===== config.mk =====
export PLATFORM = sky130hd
export DESIGN_NAME = grostl_msg_loader_flat
export DESIGN_NICKNAME = d
export VERILOG_FILES = /design/src/rtl/grostl_msg_loader_pkg.sv /design/src/rtl/grostl_msg_loader_if.sv /design/src/rtl/grostl_msg_loader.sv /design/src/flat_wrapper.sv
export SDC_FILE = /design/constraint.sdc
export NUM_CORES = 1
export LEC_CHECK = 0
export BUFFER_PORTS_ARGS = -buffer_cell sky130_fd_sc_hd__buf_2
export CORE_AREA = 2 2 228 230
export DETAILED_ROUTE_END_ITERATION = 12
export DIE_AREA = 0 0 230 232
export GPL_TIMING_DRIVEN = 1
export HOLD_SLACK_MARGIN = 0.15
export PLACE_DENSITY = 0.72
export SYNTH_ARGS = -nofsm -noshare
export SYNTH_HDL_FRONTEND = slang
export SYNTH_SLANG_ARGS = --single-unit

===== constraint.sdc =====
create_clock -name clk -period 2.9 [get_ports clk]
set_clock_uncertainty 0.2 [all_clocks]
set_input_delay 0.58 -clock clk [delete_from_list [all_inputs] [get_ports clk]]
set_output_delay 0.58 -clock clk [all_outputs]
set_load 0.01 [all_outputs]

===== src/rtl/grostl_msg_loader_pkg.sv =====
// rtl/grostl_msg_loader_pkg.sv - shared types and constants for the Grostl message loader
package grostl_pkg;

   localparam int          WORDS_PER_BLK = 8;
   localparam logic [63:0] PAD_WORD      = 64'h8000_0000_0000_0000;

   typedef logic [63:0] len_t;

   typedef enum logic [1:0] {
      ST_FILL,
      ST_PAD,
      ST_OUT
   } state_t;

endpackage


===== src/rtl/grostl_msg_loader_if.sv =====
// rtl/grostl_msg_loader_if.sv - word input stream and block output handshake bundle
interface grostl_msg_loader_if;

   logic [63:0]  din;
   logic         din_valid;
   logic         din_last;
   logic         din_ready;
   logic [511:0] blk_out;
   logic         blk_valid;
   logic         blk_final;
   logic         blk_ready;

   modport master (
      output din, din_valid, din_last, blk_ready,
      input  din_ready, blk_out, blk_valid, blk_final
   );

   modport slave (
      input  din, din_valid, din_last, blk_ready,
      output din_ready, blk_out, blk_valid, blk_final
   );

endinterface


===== src/rtl/grostl_msg_loader.sv =====
// rtl/grostl_msg_loader.sv - packs 64-bit message words into padded 512-bit Grostl blocks
module grostl_msg_loader
   import grostl_pkg::*;
(
   input  logic               clk,
   input  logic               rst,
   grostl_msg_loader_if.slave bus
);

   state_t       state_q, state_d;
   logic [2:0]   widx_q, widx_d;
   len_t         blk_cnt_q, blk_cnt_d;
   logic         pad_pend_q, pad_pend_d;
   logic         pad_done_q, pad_done_d;
   logic         final_q, final_d;
   logic [511:0] blk_q, blk_d;

   logic         wr_en;
   logic [63:0]  wr_word;

   always_comb begin
      state_d    = state_q;
      widx_d     = widx_q;
      blk_cnt_d  = blk_cnt_q;
      pad_pend_d = pad_pend_q;
      pad_done_d = pad_done_q;
      final_d    = final_q;
      blk_d      = blk_q;
      wr_en      = 1'b0;
      wr_word    = '0;

      case (state_q)
         ST_FILL: begin
            if (bus.din_valid) begin
               wr_en   = 1'b1;
               wr_word = bus.din;
               widx_d  = widx_q + 3'd1;
               if (widx_q == 3'd7) begin
                  state_d    = ST_OUT;
                  final_d    = 1'b0;
                  pad_pend_d = bus.din_last;
                  pad_done_d = 1'b0;
               end else if (bus.din_last) begin
                  state_d    = ST_PAD;
                  pad_done_d = 1'b0;
               end
            end
         end
         ST_PAD: begin
            wr_en  = 1'b1;
            widx_d = widx_q + 3'd1;
            if (!pad_done_q) begin
               wr_word    = PAD_WORD;
               pad_done_d = 1'b1;
               // Pad marker landed in the last slot: length must go in a fresh block.
               if (widx_q == 3'd7) begin
                  state_d    = ST_OUT;
                  final_d    = 1'b0;
                  pad_pend_d = 1'b1;
               end
            end else if (widx_q != 3'd7) begin
               wr_word = '0;
            end else begin
               wr_word = blk_cnt_q + len_t'(1);
               state_d = ST_OUT;
               final_d = 1'b1;
            end
         end
         ST_OUT: begin
            if (bus.blk_ready) begin
               blk_cnt_d = blk_cnt_q + len_t'(1);
               widx_d    = 3'd0;
               final_d   = 1'b0;
               if (final_q) begin
                  state_d    = ST_FILL;
                  blk_cnt_d  = '0;
                  pad_pend_d = 1'b0;
                  pad_done_d = 1'b0;
               end else if (pad_pend_q) begin
                  state_d    = ST_PAD;
                  pad_pend_d = 1'b0;
               end else begin
                  state_d = ST_FILL;
               end
            end
         end
         default: state_d = ST_FILL;
      endcase

      if (wr_en) begin
         for (int i = 0; i < WORDS_PER_BLK; i++) begin
            if (widx_q == i[2:0]) blk_d[511-64*i -: 64] = wr_word;
         end
      end
   end

   always_ff @(posedge clk) begin
      if (rst) begin
         state_q    <= ST_FILL;
         widx_q     <= 3'd0;
         blk_cnt_q  <= '0;
         pad_pend_q <= 1'b0;
         pad_done_q <= 1'b0;
         final_q    <= 1'b0;
         blk_q      <= '0;
      end else begin
         state_q    <= state_d;
         widx_q     <= widx_d;
         blk_cnt_q  <= blk_cnt_d;
         pad_pend_q <= pad_pend_d;
         pad_done_q <= pad_done_d;
         final_q    <= final_d;
         blk_q      <= blk_d;
      end
   end

   assign bus.din_ready = (state_q == ST_FILL);
   assign bus.blk_valid = (state_q == ST_OUT);
   assign bus.blk_final = final_q & (state_q == ST_OUT);
   assign bus.blk_out   = blk_q;

endmodule


===== src/flat_wrapper.sv =====
// flat-port wrapper written by rule: the top's interface ports become plain ports
module grostl_msg_loader_flat import grostl_pkg::*;
  (clk, rst, bus_din, bus_din_valid, bus_din_last, bus_blk_ready, bus_din_ready, bus_blk_out, bus_blk_valid, bus_blk_final);
  grostl_msg_loader_if bus_i ();
  input  logic clk;
  input  logic rst;
  input wire logic [$bits(bus_i.din)-1:0] bus_din;
  input wire logic [$bits(bus_i.din_valid)-1:0] bus_din_valid;
  input wire logic [$bits(bus_i.din_last)-1:0] bus_din_last;
  input wire logic [$bits(bus_i.blk_ready)-1:0] bus_blk_ready;
  output wire logic [$bits(bus_i.din_ready)-1:0] bus_din_ready;
  output wire logic [$bits(bus_i.blk_out)-1:0] bus_blk_out;
  output wire logic [$bits(bus_i.blk_valid)-1:0] bus_blk_valid;
  output wire logic [$bits(bus_i.blk_final)-1:0] bus_blk_final;
  assign bus_i.din = bus_din;
  assign bus_i.din_valid = bus_din_valid;
  assign bus_i.din_last = bus_din_last;
  assign bus_i.blk_ready = bus_blk_ready;
  assign bus_din_ready = bus_i.din_ready;
  assign bus_blk_out = bus_i.blk_out;
  assign bus_blk_valid = bus_i.blk_valid;
  assign bus_blk_final = bus_i.blk_final;
  grostl_msg_loader u_core (.clk(clk), .rst(rst), .bus(bus_i));
endmodule

==> flow_metrics.tcl, run 1 <==
set metrics [dict create \
    yosys.area.top_type_share_pct 51.0 \
    yosysTopAreaCell "dfxtp_1" \
    start_kind "flop" \
    max_freq_mhz 344 \
    placementRows 83 \
    cts_tree "yes" \
    worstReg2RegStart "u_core.widx_q[0]$_SDFFE_PP0P_" \
    postRouteAntennaNets 0 \
    grt_pass1_vias 22000 \
    io_buffers 583 \
    drc 0 \
    required_ns 3.14 \
    avgSynthCellArea_um2 8.78 \
    rr_worst_depth 6 \
    post-place-ws_ns -0.129 \
    ir_worst_vdd_mv 0.513 \
    endpoint "u_core.bus.blk_out[196]$_SDFFE_PP0P_" \
    h-tree-depth 2 \
    ios 584 \
    yosysMostFrequentCell "dfxtp_1" \
    wl_per_cell_um 24.6 \
    seq_area_frac_synth_pct 51.0 \
    clkLatencyLatePin_ns 0.64 \
    dp_hpwl_um 68100 \
    maxSlewViolCount 0 \
    fin_nets 3281 \
    die_h_um 232 \
    synth_edf_count 0 \
    r2r_end "u_core.bus.blk_out[196]$_SDFFE_PP0P_" \
    initial_core_util_pct 45.0 \
    synth_warnings 0 \
    routed-via-count 23400 \
    rrSetupSlack_ns -0.007 \
    fillCellCount 4496 \
    cap_violations 0 \
    syn-cell-area_mm2 0.0229 \
    fin_tns_setup_ns -0.00706 \
    powerDensity_mw_per_mm2 732 \
    clockBufferDepth 3 \
    fin_total_pwr_mw 21.8 \
    syn_inst 2609 \
    dr.pass1.iters 6 \
    ys.flop_type "dfxtp_1" \
    hold_start "bus_din[21]" \
    p_leak_nw 12.6 \
    drive_above_1_share_pct 29.1 \
    outcome "finished, violations left" \
    ctsRootBufferMaster "clkbuf_16" \
    synthArstFlopShare_pct 0 \
    yosysUniqueCellTypes 71 \
    syn2layout_area_growth_pct 30.2 \
    violations "negative setup slack" \
    cts.sinks 584 \
    cts.reportedPaths.clkPinSlew_ns 0.06 \
    arrival_ns 3.15 \
    crit_fanout 15 \
    core-area_mm2 0.0509 \
    final-setup-viol-count 1 \
    period_needed_ns 2.91 \
    hold_path.class "in2reg" \
    die_x_um 230 \
    die-area_mm2 0.0534 \
    max-slew-margin-rel_pct 26.5 \
    finalCritPeriodShare_pct 100 \
    ys_ff_latch 584 \
    tightest_slew_ns 1.10 \
    grt_pass1_wl_um 139000 \
    synth_commonest_cells "dfxtp_1 (584), nor2_1 (425), a211oi_1 (320), o21ai_0 (228), clkbuf_1 (208)" \
    cts_buffers 59 \
    synth_fp_nets 2689 \
    setup_ws_ns -0.00706 \
    grt_max_degree 149 \
    avgViaCountPerCell 5.95 \
    yosys-top-cells-area "dfxtp_1 (51%), a211oi_1 (10%), nor2_1 (7.0%), o21ai_0 (5.0%), a21oi_1 (4.5%)" \
    path_class "reg2reg" \
    wl_um 96500 \
    end_kind "flop" \
    gp_congestion 0.963 \
    hold_viol 0 \
    drtIter0Drc 2329 \
    antenna_found_initial 3 \
    cp-startpoint "u_core.widx_q[0]$_SDFFE_PP0P_" \
    grt_overflow 0 \
    grt_usage_pct 34.0 \
]
-- layer usage --
metal,GRT usage (%),wire [um],vias to the layer above
met4,16.0,5000,2
li1,-,-,10600
met3,8.17,8940,253
met2,55.8,44800,1277
met5,0,13,-
met1,42.2,37800,11200
-- cells in the final DEF (no fill, tap or decap), drive strengths merged, types with 4 or more instances in the layout --
master  Yosys  routed
a211oi    324     324
a21o        7       7
a21oi     207     207
a22oi      45      45
a311oi     17      17
a31oi      24      24
a32o        5       5
and2       18      20
and3       21      21
and4       23      23
buf        39     775
bufinv      0       7
clkbuf    208      83
clkinv      1      11
dfxtp     584     584
ha         11      11
inv        20      22
mux2i      12      12
nand2     106     106
nand2b      4       4
nand3      54      54
nand3b      4       4
nand4      37      37
nor2      425     425
nor2b       4       4
nor3       31      31
nor3b       6       6
nor4       29      29
o211a       6       6
o21ai     231     231
o31ai      16      16
o41ai       4       4
or3        10      10
or4         8       8
xnor2      18      18
xor2       21      21
-- how the worst min path moves through the flow --
stage               cells after the start  slack [ns]                                   end
global route                            3        0.16  u_core.bus.blk_out[213]$_SDFFE_PP0P_
CTS                                     3        0.17   u_core.bus.blk_out[85]$_SDFFE_PP0P_
floorplan                               1        0.26     u_core.blk_cnt_q[63]$_SDFFE_PP0P_
finish                                  3        0.16   u_core.bus.blk_out[85]$_SDFFE_PP0P_
global placement                        2        0.25  u_core.bus.blk_out[127]$_SDFFE_PP0P_
detailed placement                      2        0.26  u_core.bus.blk_out[383]$_SDFFE_PP0P_
-- worst max-delay path, cell delays in order (launching register included) --
cell,delay (ns)
dfxtp_1,0.35
ha_1,0.23
ha_1,0.22
and3_2,0.39
buf_4,0.28
a22oi_2,0.85
a211oi_1,0.17
-- stage by stage --
stage,utilization (%),hold slack [ns],cell area (um2),cells
6_report,58.6,0.156,29800,3928
5_1_grt,58.6,0.162,29800,3927
4_1_cts,58.1,0.166,29600,3914
3_5_place_dp,54.0,0.259,27500,3808
3_3_place_gp,54.0,0.254,27500,3808
2_1_floorplan,-,0.255,22900,2609
-- cells by family (layout without fill, tap and decap cells) --
family / count (synthesis) / in the layout / share of synthesized area, %
compound gates: 910 / 910 / 25.6
simple gates: 785 / 787 / 16.2
flops: 584 / 584 / 51.0
buf+inv: 268 / 902 / 4.59
xor+xnor: 39 / 39 / 1.49
mux: 12 / 12 / 0.524
fa+ha+maj: 11 / 11 / 0.601
other cells: 0 / 3 / 0
-- layout make-up --
cell class / count / area (um2) / share of cell area, %
Sequential cell: 584 / 11700 / 39.2
Multi-Input combinational cell: 1759 / 10400 / 34.8
Timing Repair Buffer: 776 / 4760 / 16.0
Clock buffer: 83 / 1710 / 5.73
Tap cell: 680 / 851 / 2.85
Clock inverter: 22 / 329 / 1.10
Inverter: 21 / 81.3 / 0.273
Antenna cell: 3 / 7.51 / 0.0252
-- where the power goes --
group / switching, mW / total (mW) / internal [mW] / leakage (nW)
clock network: 3.31 / 8.03 / 4.72 / 0.994
logic: 3.01 / 4.60 / 1.60 / 6.83
registers: 0.431 / 9.18 / 8.75 / 4.73
total: 6.75 / 21.8 / 15.1 / 12.6
-- registers in the layout (all words and copies together) (netlist names) --
signal / count
u_core.bus.blk_out: 512
u_core.pad_pend_q: 1
u_core.final_q: 1
u_core.blk_cnt_q: 64
u_core.state_q: 2
u_core.widx_q: 3
u_core.pad_done_q: 1
-- timing repair --
item	4_1_cts	5_1_grt
hold buffers	1	0
gates resized for setup	5	35
gates cloned	0	2
buffers inserted	0	9
endpoints found under the setup margin	32	305
hold endpoints to repair	12	0
pin swaps	1	6
No activity file was read; power rests on OpenSTA's default activity.
==> run 2: changes to the inputs <==
RECOVER_POWER = 100   (was default)
==> flow_metrics.tcl, run 2 (synthesis results as in run 1) <==
set metrics [dict create \
    die_x_um 230 \
    powerDensity_mw_per_mm2 743 \
    layout.cells.most_common "dfxtp_1" \
    tightest_slew_ns 1.12 \
    period_needed_ns 2.90 \
    cts.reportedPaths.clkPinSlew_ns 0.06 \
    drtIter0Drc 2347 \
    max_stage_delay_ns 0.83 \
    drc 0 \
    end_kind "flop" \
    h-tree-depth 2 \
    antenna_found_initial 3 \
    drive_above_1_share_pct 13.3 \
    required_ns 3.14 \
    ir_worst_vdd_mv 0.512 \
    cts.sinks 584 \
    die_h_um 232 \
    syn2layout_area_growth_pct 27.3 \
    crit_fanout 15 \
    start_kind "flop" \
    fin_nets 3281 \
    rr_worst_depth 6 \
    finalCritPeriodShare_pct 100 \
    grt_usage_pct 34.0 \
    wl_per_cell_um 24.7 \
    p_leak_nw 10.3 \
    path_class "reg2reg" \
    grt_overflow 0 \
    grt_pass1_vias 22000 \
    utilization_pct 57.3 \
    grt_pass1_wl_um 139000 \
    violations "negative setup slack" \
    dpl.cell_count 3808 \
    hold_viol 0 \
    hold_depth 3 \
    postRouteAntennaNets 0 \
    wl_um 97200 \
    max_freq_mhz 344 \
    grt_use_met1_pct 42.2 \
    clkLatencyLatePin_ns 0.64 \
    final_cell_mix "dfxtp_1 (576), clkbuf_1 (525), nor2_1 (423)" \
    cp_cell_sequence "inv_1 -> ha_1 -> and3_2 -> buf_4 -> a22oi_2 -> a211oi_1" \
    setup_ws_ns -0.00315 \
    max-slew-margin-rel_pct 25.4 \
    stdcell_count 3928 \
    maxSlewViolCount 0 \
    cts_tree "yes" \
    arrival_ns 3.14 \
    largest_register_ffs 512 \
    cts_buffers 59 \
    fin_tns_setup_ns -0.00315 \
    ios 584 \
    core-area_mm2 0.0509 \
    worst_path_max_delay_cell "a22oi_2" \
    initial_core_util_pct 45.0 \
    hold_path.class "in2reg" \
    cap_violations 0 \
    busiest_layer "met2" \
    gp_congestion 0.963 \
    ctsRootBufferMaster "clkbuf_16" \
    placementRows 83 \
    met3_usage_pct 8.17 \
    dr.pass1.iters 6 \
    io_buffers 583 \
    use_met2_pct 55.8 \
    final-setup-viol-count 1 \
    grt_max_degree 149 \
    dp_hpwl_um 68100 \
    routed-via-count 23400 \
    die-area_mm2 0.0534 \
    clockBufferDepth 3 \
    avgViaCountPerCell 5.96 \
    outcome "finished, violations left" \
]
==> run 2: what timing repair did <==
item,in CTS,in global routing
hold endpoints to repair,12,0
hold buffers,1,0
pin swaps,1,6
setup buffers,0,9
endpoints found under the setup margin,32,305
gates resized for setup,5,35
cloned,0,2
==> run 2: layout make-up <==
type	count	area (um2)
Antenna cell	3	7.51
Clock buffer	83	1710
Clock inverter	22	329
Fill cell	4798	21700
Inverter	21	81.3
Multi-Input combinational cell	1759	10400
Sequential cell	584	11700
Tap cell	680	851
Timing Repair Buffer	776	4090
==> run 2: worst max-delay path: cells and delay by family (launching register included) <==
family,cells,cell delay (ns)
flops,1,0.39
fa+ha+maj,1,0.32
compound gates,2,1.01
buf+inv,2,0.36
simple gates,1,0.42
==> run 2: through the flow <==
stage	worst slack (ns)	power, mW	cell area [um2]	hold slack, ns
finish	-0.00315	21.7	29100	0.156
global route	-0.0244	22.4	29100	0.162
CTS	0.0234	21.7	29600	0.166
detailed placement	-0.129	13.8	27500	0.259
global placement	-0.0334	13.7	27500	0.254
floorplan	0.190	11.6	22900	0.255
==> run 2: final timing paths <==
path	slack (ns)	end	start
setup / recovery	-0.003	u_core.bus.blk_out[260]$_SDFFE_PP0P_	u_core.state_q[1]$_SDFFE_PP0P_
hold / removal	0.16	u_core.bus.blk_out[85]$_SDFFE_PP0P_	bus_din[21]
hold reg to reg	0.27	u_core.bus.blk_out[52]$_SDFFE_PP0P_	u_core.bus.blk_out[52]$_SDFFE_PP0P_
setup reg to reg	-0.003	u_core.bus.blk_out[260]$_SDFFE_PP0P_	u_core.state_q[1]$_SDFFE_PP0P_
==> run 2: per-layer routing <==
layer	share of wire, %	vias to the layer above
met5	0.013	-
met3	9.3	259
met1	39	11200
met4	5.3	2
li1	-	10600
met2	46	1285
==> run 2: report_power, final <==
group / internal [mW] / switching (mW)
logic: 1.41 / 3.02
registers: 8.75 / 0.452
clock network: 4.72 / 3.31
